--- src/rtl/alu_serial_ctrl.sv ---
// alu_serial_ctrl: bit-serial sequencer around a one-bit alu1 slice.
// Operands are shifted out LSB first, one bit per RUN cycle; the carry/borrow
// is held in a flop between bits and the result is shifted in from the top.
// Optional feature macro: ALU_SERIAL_OVERFLOW_EN adds out_ovf (signed overflow).

// One-bit ALU slice: select AND=0 NOT=1 OR=2 XOR=3 ADD=4 SUB=5 TRANSFER=6 TEST=7
module alu1 (
    input  logic       a,
    input  logic       b,
    input  logic       carry_in,
    input  logic [2:0] select,
    output logic       out,
    output logic       carry_out
);

    // Combinational bit function; carry_out is only meaningful for ADD/SUB
    always_comb begin
        out       = 1'b0;
        carry_out = 1'b0;
        case (select)
            3'd0: out = a & b;
            3'd1: out = ~a;
            3'd2: out = a | b;
            3'd3: out = a ^ b;
            3'd4: begin
                out       = a ^ b ^ carry_in;
                carry_out = (a & b) | (a & carry_in) | (b & carry_in);
            end
            3'd5: begin
                // borrow semantics: out = a - b - bin, carry_out = borrow
                out       = a ^ b ^ carry_in;
                carry_out = (~a & b) | (~a & carry_in) | (b & carry_in);
            end
            3'd6: out = a;
            default: out = a & b;
        endcase
    end

endmodule

module alu_serial_ctrl #(
    parameter int WIDTH = 4
) (
    input  logic             clk,
    input  logic             rst,
    input  logic             in_valid,
    output logic             in_ready,
    input  logic [WIDTH-1:0] in_a,
    input  logic [WIDTH-1:0] in_b,
    input  logic [2:0]       in_op,
    input  logic             in_cin,
    output logic             out_valid,
    input  logic             out_ready,
    output logic [WIDTH-1:0] out_result,
    output logic             out_carry,
    output logic             out_zero,
`ifdef ALU_SERIAL_OVERFLOW_EN
    output logic             out_ovf,
`endif
    output logic             out_err
);

    localparam int CW = (WIDTH > 2) ? $clog2(WIDTH) : 1;
    localparam logic [CW-1:0] LAST = CW'(WIDTH - 1);

    typedef enum logic [1:0] {
        S_IDLE,
        S_RUN,
        S_DONE
    } state_e;

    typedef enum logic [2:0] {
        OP_AND  = 3'd0,
        OP_NOT  = 3'd1,
        OP_OR   = 3'd2,
        OP_XOR  = 3'd3,
        OP_ADD  = 3'd4,
        OP_SUB  = 3'd5,
        OP_XFER = 3'd6,
        OP_TEST = 3'd7
    } op_e;

    state_e           r_state;
    op_e              r_op;
    logic [WIDTH-1:0] r_a;
    logic [WIDTH-1:0] r_b;
    logic [WIDTH-1:0] r_res;
    logic [CW-1:0]    r_cnt;
    logic             r_carry;
    logic             r_cout;
    logic             r_zero;
    logic             r_err;
`ifdef ALU_SERIAL_OVERFLOW_EN
    logic             r_ovf;
`endif

    logic             w_alu_out;
    logic             w_alu_cout;
    logic             w_arith;
    logic [WIDTH-1:0] w_res_next;

    alu1 u_alu1 (
        .a         (r_a[0]),
        .b         (r_b[0]),
        .carry_in  (r_carry),
        .select    (r_op),
        .out       (w_alu_out),
        .carry_out (w_alu_cout)
    );

    assign w_arith    = (r_op == OP_ADD) || (r_op == OP_SUB);
    assign w_res_next = {w_alu_out, r_res[WIDTH-1:1]};

    assign in_ready   = (r_state == S_IDLE);
    assign out_valid  = (r_state == S_DONE);
    assign out_result = r_res;
    assign out_carry  = r_cout;
    assign out_zero   = r_zero;
    assign out_err    = r_err;
`ifdef ALU_SERIAL_OVERFLOW_EN
    assign out_ovf    = r_ovf;
`endif

    // Sequencer FSM: accept request, shift WIDTH bits through alu1, hold result
    always_ff @(posedge clk or posedge rst) begin
        if (rst) begin
            r_state <= S_IDLE;
            r_op    <= OP_AND;
            r_a     <= '0;
            r_b     <= '0;
            r_res   <= '0;
            r_cnt   <= '0;
            r_carry <= 1'b0;
            r_cout  <= 1'b0;
            r_zero  <= 1'b0;
            r_err   <= 1'b0;
`ifdef ALU_SERIAL_OVERFLOW_EN
            r_ovf   <= 1'b0;
`endif
        end else begin
            case (r_state)
                S_IDLE: begin
                    if (in_valid) begin
                        r_a     <= in_a;
                        r_b     <= in_b;
                        r_op    <= op_e'(in_op);
                        r_carry <= in_cin;
                        r_cnt   <= '0;
                        r_res   <= '0;
                        r_cout  <= 1'b0;
`ifdef ALU_SERIAL_OVERFLOW_EN
                        r_ovf   <= 1'b0;
`endif
                        if (in_op >= 3'd6) begin
                            // unsupported serially: report immediately
                            r_state <= S_DONE;
                            r_zero  <= 1'b1;
                            r_err   <= 1'b1;
                        end else begin
                            r_state <= S_RUN;
                            r_zero  <= 1'b0;
                            r_err   <= 1'b0;
                        end
                    end
                end
                S_RUN: begin
                    r_res <= w_res_next;
                    r_a   <= r_a >> 1;
                    r_b   <= r_b >> 1;
                    r_cnt <= r_cnt + 1'b1;
                    if (w_arith) begin
                        r_carry <= w_alu_cout;
                    end
                    if (r_cnt == LAST) begin
                        // r_a[0]/r_b[0]/w_alu_out are the MSBs on this last bit
                        r_state <= S_DONE;
                        r_cout  <= w_arith ? w_alu_cout : 1'b0;
                        r_zero  <= (w_res_next == '0);
                        r_err   <= 1'b0;
`ifdef ALU_SERIAL_OVERFLOW_EN
                        if (r_op == OP_ADD) begin
                            r_ovf <= (r_a[0] == r_b[0]) && (w_alu_out != r_a[0]);
                        end else if (r_op == OP_SUB) begin
                            r_ovf <= (r_a[0] != r_b[0]) && (w_alu_out != r_a[0]);
                        end else begin
                            r_ovf <= 1'b0;
                        end
`endif
                    end
                end
                S_DONE: begin
                    if (out_ready) begin
                        r_state <= S_IDLE;
                        r_res   <= '0;
                        r_cout  <= 1'b0;
                        r_zero  <= 1'b0;
                        r_err   <= 1'b0;
`ifdef ALU_SERIAL_OVERFLOW_EN
                        r_ovf   <= 1'b0;
`endif
                    end
                end
                default: r_state <= S_IDLE;
            endcase
        end
    end

endmodule
--- config.mk ---
export PLATFORM = sky130hd
export DESIGN_NAME = alu_serial_ctrl
export DESIGN_NICKNAME = d
export VERILOG_FILES = /design/src/rtl/alu_serial_ctrl.sv
export SDC_FILE = /design/constraint.sdc
export NUM_CORES = 1
export LEC_CHECK = 0
export CAP_MARGIN = 40
export CELL_PAD_IN_SITES_DETAIL_PLACEMENT = 1
export CELL_PAD_IN_SITES_GLOBAL_PLACEMENT = 1
export CORE_MARGIN = 4
export CORE_UTILIZATION = 40
export DETAILED_ROUTE_END_ITERATION = 8
export DONT_BUFFER_PORTS = 1
export PLACE_DENSITY_LB_ADDON = 0.05
export SYNTH_ARGS = -nofsm -noshare
export SYNTH_HDL_FRONTEND = slang
export SYNTH_HIERARCHICAL = 1
export SYNTH_SLANG_ARGS = --single-unit
export TNS_END_PERCENT = 1
--- constraint.sdc ---
create_clock -name clk -period 3.27 [get_ports clk]
set_input_delay 0.654 -clock clk [delete_from_list [all_inputs] [get_ports clk]]
set_output_delay 0.654 -clock clk [all_outputs]
set_load 0.01 [all_outputs]
==> impl_metrics.yaml <==
placement:
  io_buffers: 0
  gp_congestion: 0.786
  dp_slack_ns: 0.837
  dpl.hpwl_mm: 2.41
  dpl_cell_area_um2: 1410
global_route:
  grtUsageTotal_pct: 16.3
  grt-ovfl-total: 0
  antenna_found_initial: 0
  grt_pass1_vias: 1105
  grt_start_max_net_pins: 17
  grt_pass1_wl_mm: 5.35
floorplanning:
  fp-row-count: 20
  core_area_um2: 3130
  die_area_um2: 4350
  die_h_um: 66.0
  ioPinCount: 25
  start_util_pct: 43.0
  die_w_um: 66.0
power_and_ir_drop:
  p_per_area_nw_per_um2: 936
  power_switching_uw: 590
  p_seq_share_pct: 37.9
  p_int_uw: 753
  p_leak_uw: 0.000656
  p_sw_share_pct: 43.9
  clock_power_share_pct: 10.3
  irDropWorstVdd_mv: 0.396
  combPwrFrac_pct: 51.8
sta:
  worst_pin_slew_ns: 0.694
  period_share_pct: 75.0
  fin_worst_skew_ns: 0.00555
  fin_hold_ws_ns: 0.172
  max_freq_ghz: 0.408
  relSlewSlack_pct: 53.6
  timing.final.ws_setup_ns: 0.818
  rsz0062_at_grt: "no"
  hold_viol: 0
  setup_violations: 0
  fin_tns_setup_ns: 0
  period_minus_slack_ns: 2.45
  drv_slew: 0
cts:
  cts_setup_buffers: 0
  hold_buffers: 0
  cts_tree: "done"
  cts_resized: 0
  clk_path_buf_depth: 2
  clk_pin_slew_worst_paths_ns: 0.13
  clock-root-buffer: "clkbuf_4"
  h-tree-depth: 1
  cts_buffers: 3
  cts_sinks: 23
  clock_latency_ns: 0.32
critical_path:
  endpoint_kind: "register"
  crit_chain: "inv_1, ha_1, mux4_1, o2bb2ai_1, or4b_1, o32ai_1, mux2_2"
  worstSetupStartpointType: "register"
  crit_required_ns: 3.54
  cp_slowest_cell: "or4b_1"
  arrival_ns: 2.72
  critPathMaxStageDelay_ns: 0.51
  crit_fanout: 6
  worstSetupPathType: "reg2reg"
detailed_routing:
  firstDrtPassIters: 3
  wl_per_cell_um: 17.4
  wl_mm: 3.05
  drcViolationCount: 0
  drt_iter0_markers: 18
  ant_nets: 0
  vias: 980
  avgViaCountPerCell: 5.60
final_layout:
  antenna_cells: 0
  nets: 157
  syn_to_final_growth_pct: 6.70
  design_area_um2: 1440
  layout-drive-gt1-share_pct: 10.7
  finish.utilization_pct: 45.9
  n_fill_cell: 354
  multiInputGateArea_um2: 698
  seq_area_um2: 576
synthesis:
  synth-seq-cells: 23
  yosysMostFrequentCell: "dfrtp_1"
  synthFlopType: "dfrtp_1"
  synth.avg_cell_area_um2: 10.3
  synth_top_area_share_pct: 42.8
  yosys-top-cells-area: "dfrtp_1 (43%), ha_1 (8.4%), o21ai_0 (7.1%)"
  ys_seq_area_share_pct: 42.8
  synth.cell_area_um2: 1350
  syn-num-nets: 155
  synth_area_leader_cell: "dfrtp_1"
  yosysWarnings: 6
  synth_common_cells: "dfrtp_1 (23), o21ai_0 (19), nand2_1 (12)"
  yosysUniqueCellTypes: 36
  synth_edf_count: 0
  synth_cells: 130
  synth_async_sr_flop_share_pct: 100
min_path:
  hp-class: "in2async"
status:
  outcome: "finished clean"
run:
  maxCapViolCount: 0
routing by layer:
metal / track usage (%) / part of all wire (%)
met5: 0 / 0
met3: 3.74 / 3.1
met1: 20.4 / 48
met2: 27.2 / 47
met4: 6.35 / 1.6
path summary, 6_finish.rpt:
check                               from  depth (start not counted)  slack (ns)        to
worst min register to register  r_cnt[1]                          1        0.52  r_cnt[1]
max in group asynchronous            rst                          2        2.69   out_err
worst max-delay path              r_a[0]                          7        0.82  out_zero
worst min-delay path                 rst                          1        0.17    r_b[3]
min in group clk                 in_b[3]                          2        0.46    r_b[3]
worst max register to register    r_a[0]                          7        0.82  out_zero
sequential cells by signal (all words and copies together), names as in the netlist:
name and count:
out_zero 1, r_carry 1, r_state 2, r_cnt 2, r_b 4, out_result 4
out_err 1, out_carry 1, r_op 3, r_a 4
worst max-delay path: cells and delay by family (launching register included):
family	cells	cell delay (ns)
DFF	1	0.43
adders and majority gates	1	0.32
muxes	2	0.68
buffers and inverters	1	0.09
AOI/OAI and AO/OA	2	0.37
and+or+nand+nor	1	0.51
cell families (layout without fill, tap and decap cells):
family	Yosys count	in the layout	synth area share [%]
flip-flops	23	23	42.8
AND/OR/NAND/NOR	29	29	12.4
AO/OA/AOI/OAI	38	38	18.4
XOR/XNOR	1	1	0.651
adder cells (fa/ha/maj)	9	9	8.37
buffers and inverters	16	17	5.30
multiplexers	14	14	12.1
placed cells by master, fill, tap and decap left out, drive strengths merged, types with 2 or more instances in the layout:
cell    count
buf         3
clkbuf      4
dfrtp      23
ha          9
inv        10
mux2        5
mux2i       8
nand2      12
nor2        2
nor2b       4
nor3        2
o21ai      21
o31ai       6
o32ai       2
or3         2
stage by stage:
step	power (uW)	instances
floorplan	1040	130
global placement	1190	170
detailed placement	1220	171
CTS	1360	175
global route	1480	175
finish	1340	175
layout make-up:
type / count / area share (%)
Tap cell: 44 / 3.84
Clock buffer: 4 / 1.83
Timing Repair Buffer: 3 / 2.96
Inverter: 10 / 2.62
Sequential cell: 23 / 40.1
Multi-Input combinational cell: 91 / 48.6
power by group through the flow:
stage / registers (uW) / logic [uW] / clock network, uW
CTS: 509 / 710 / 145
floorplan: 481 / 558 / 0
finish: 509 / 696 / 138
global route: 530 / 790 / 157
detailed placement: 516 / 708 / 0
global placement: 504 / 682 / 0
(Power assumes the default switching activity.)
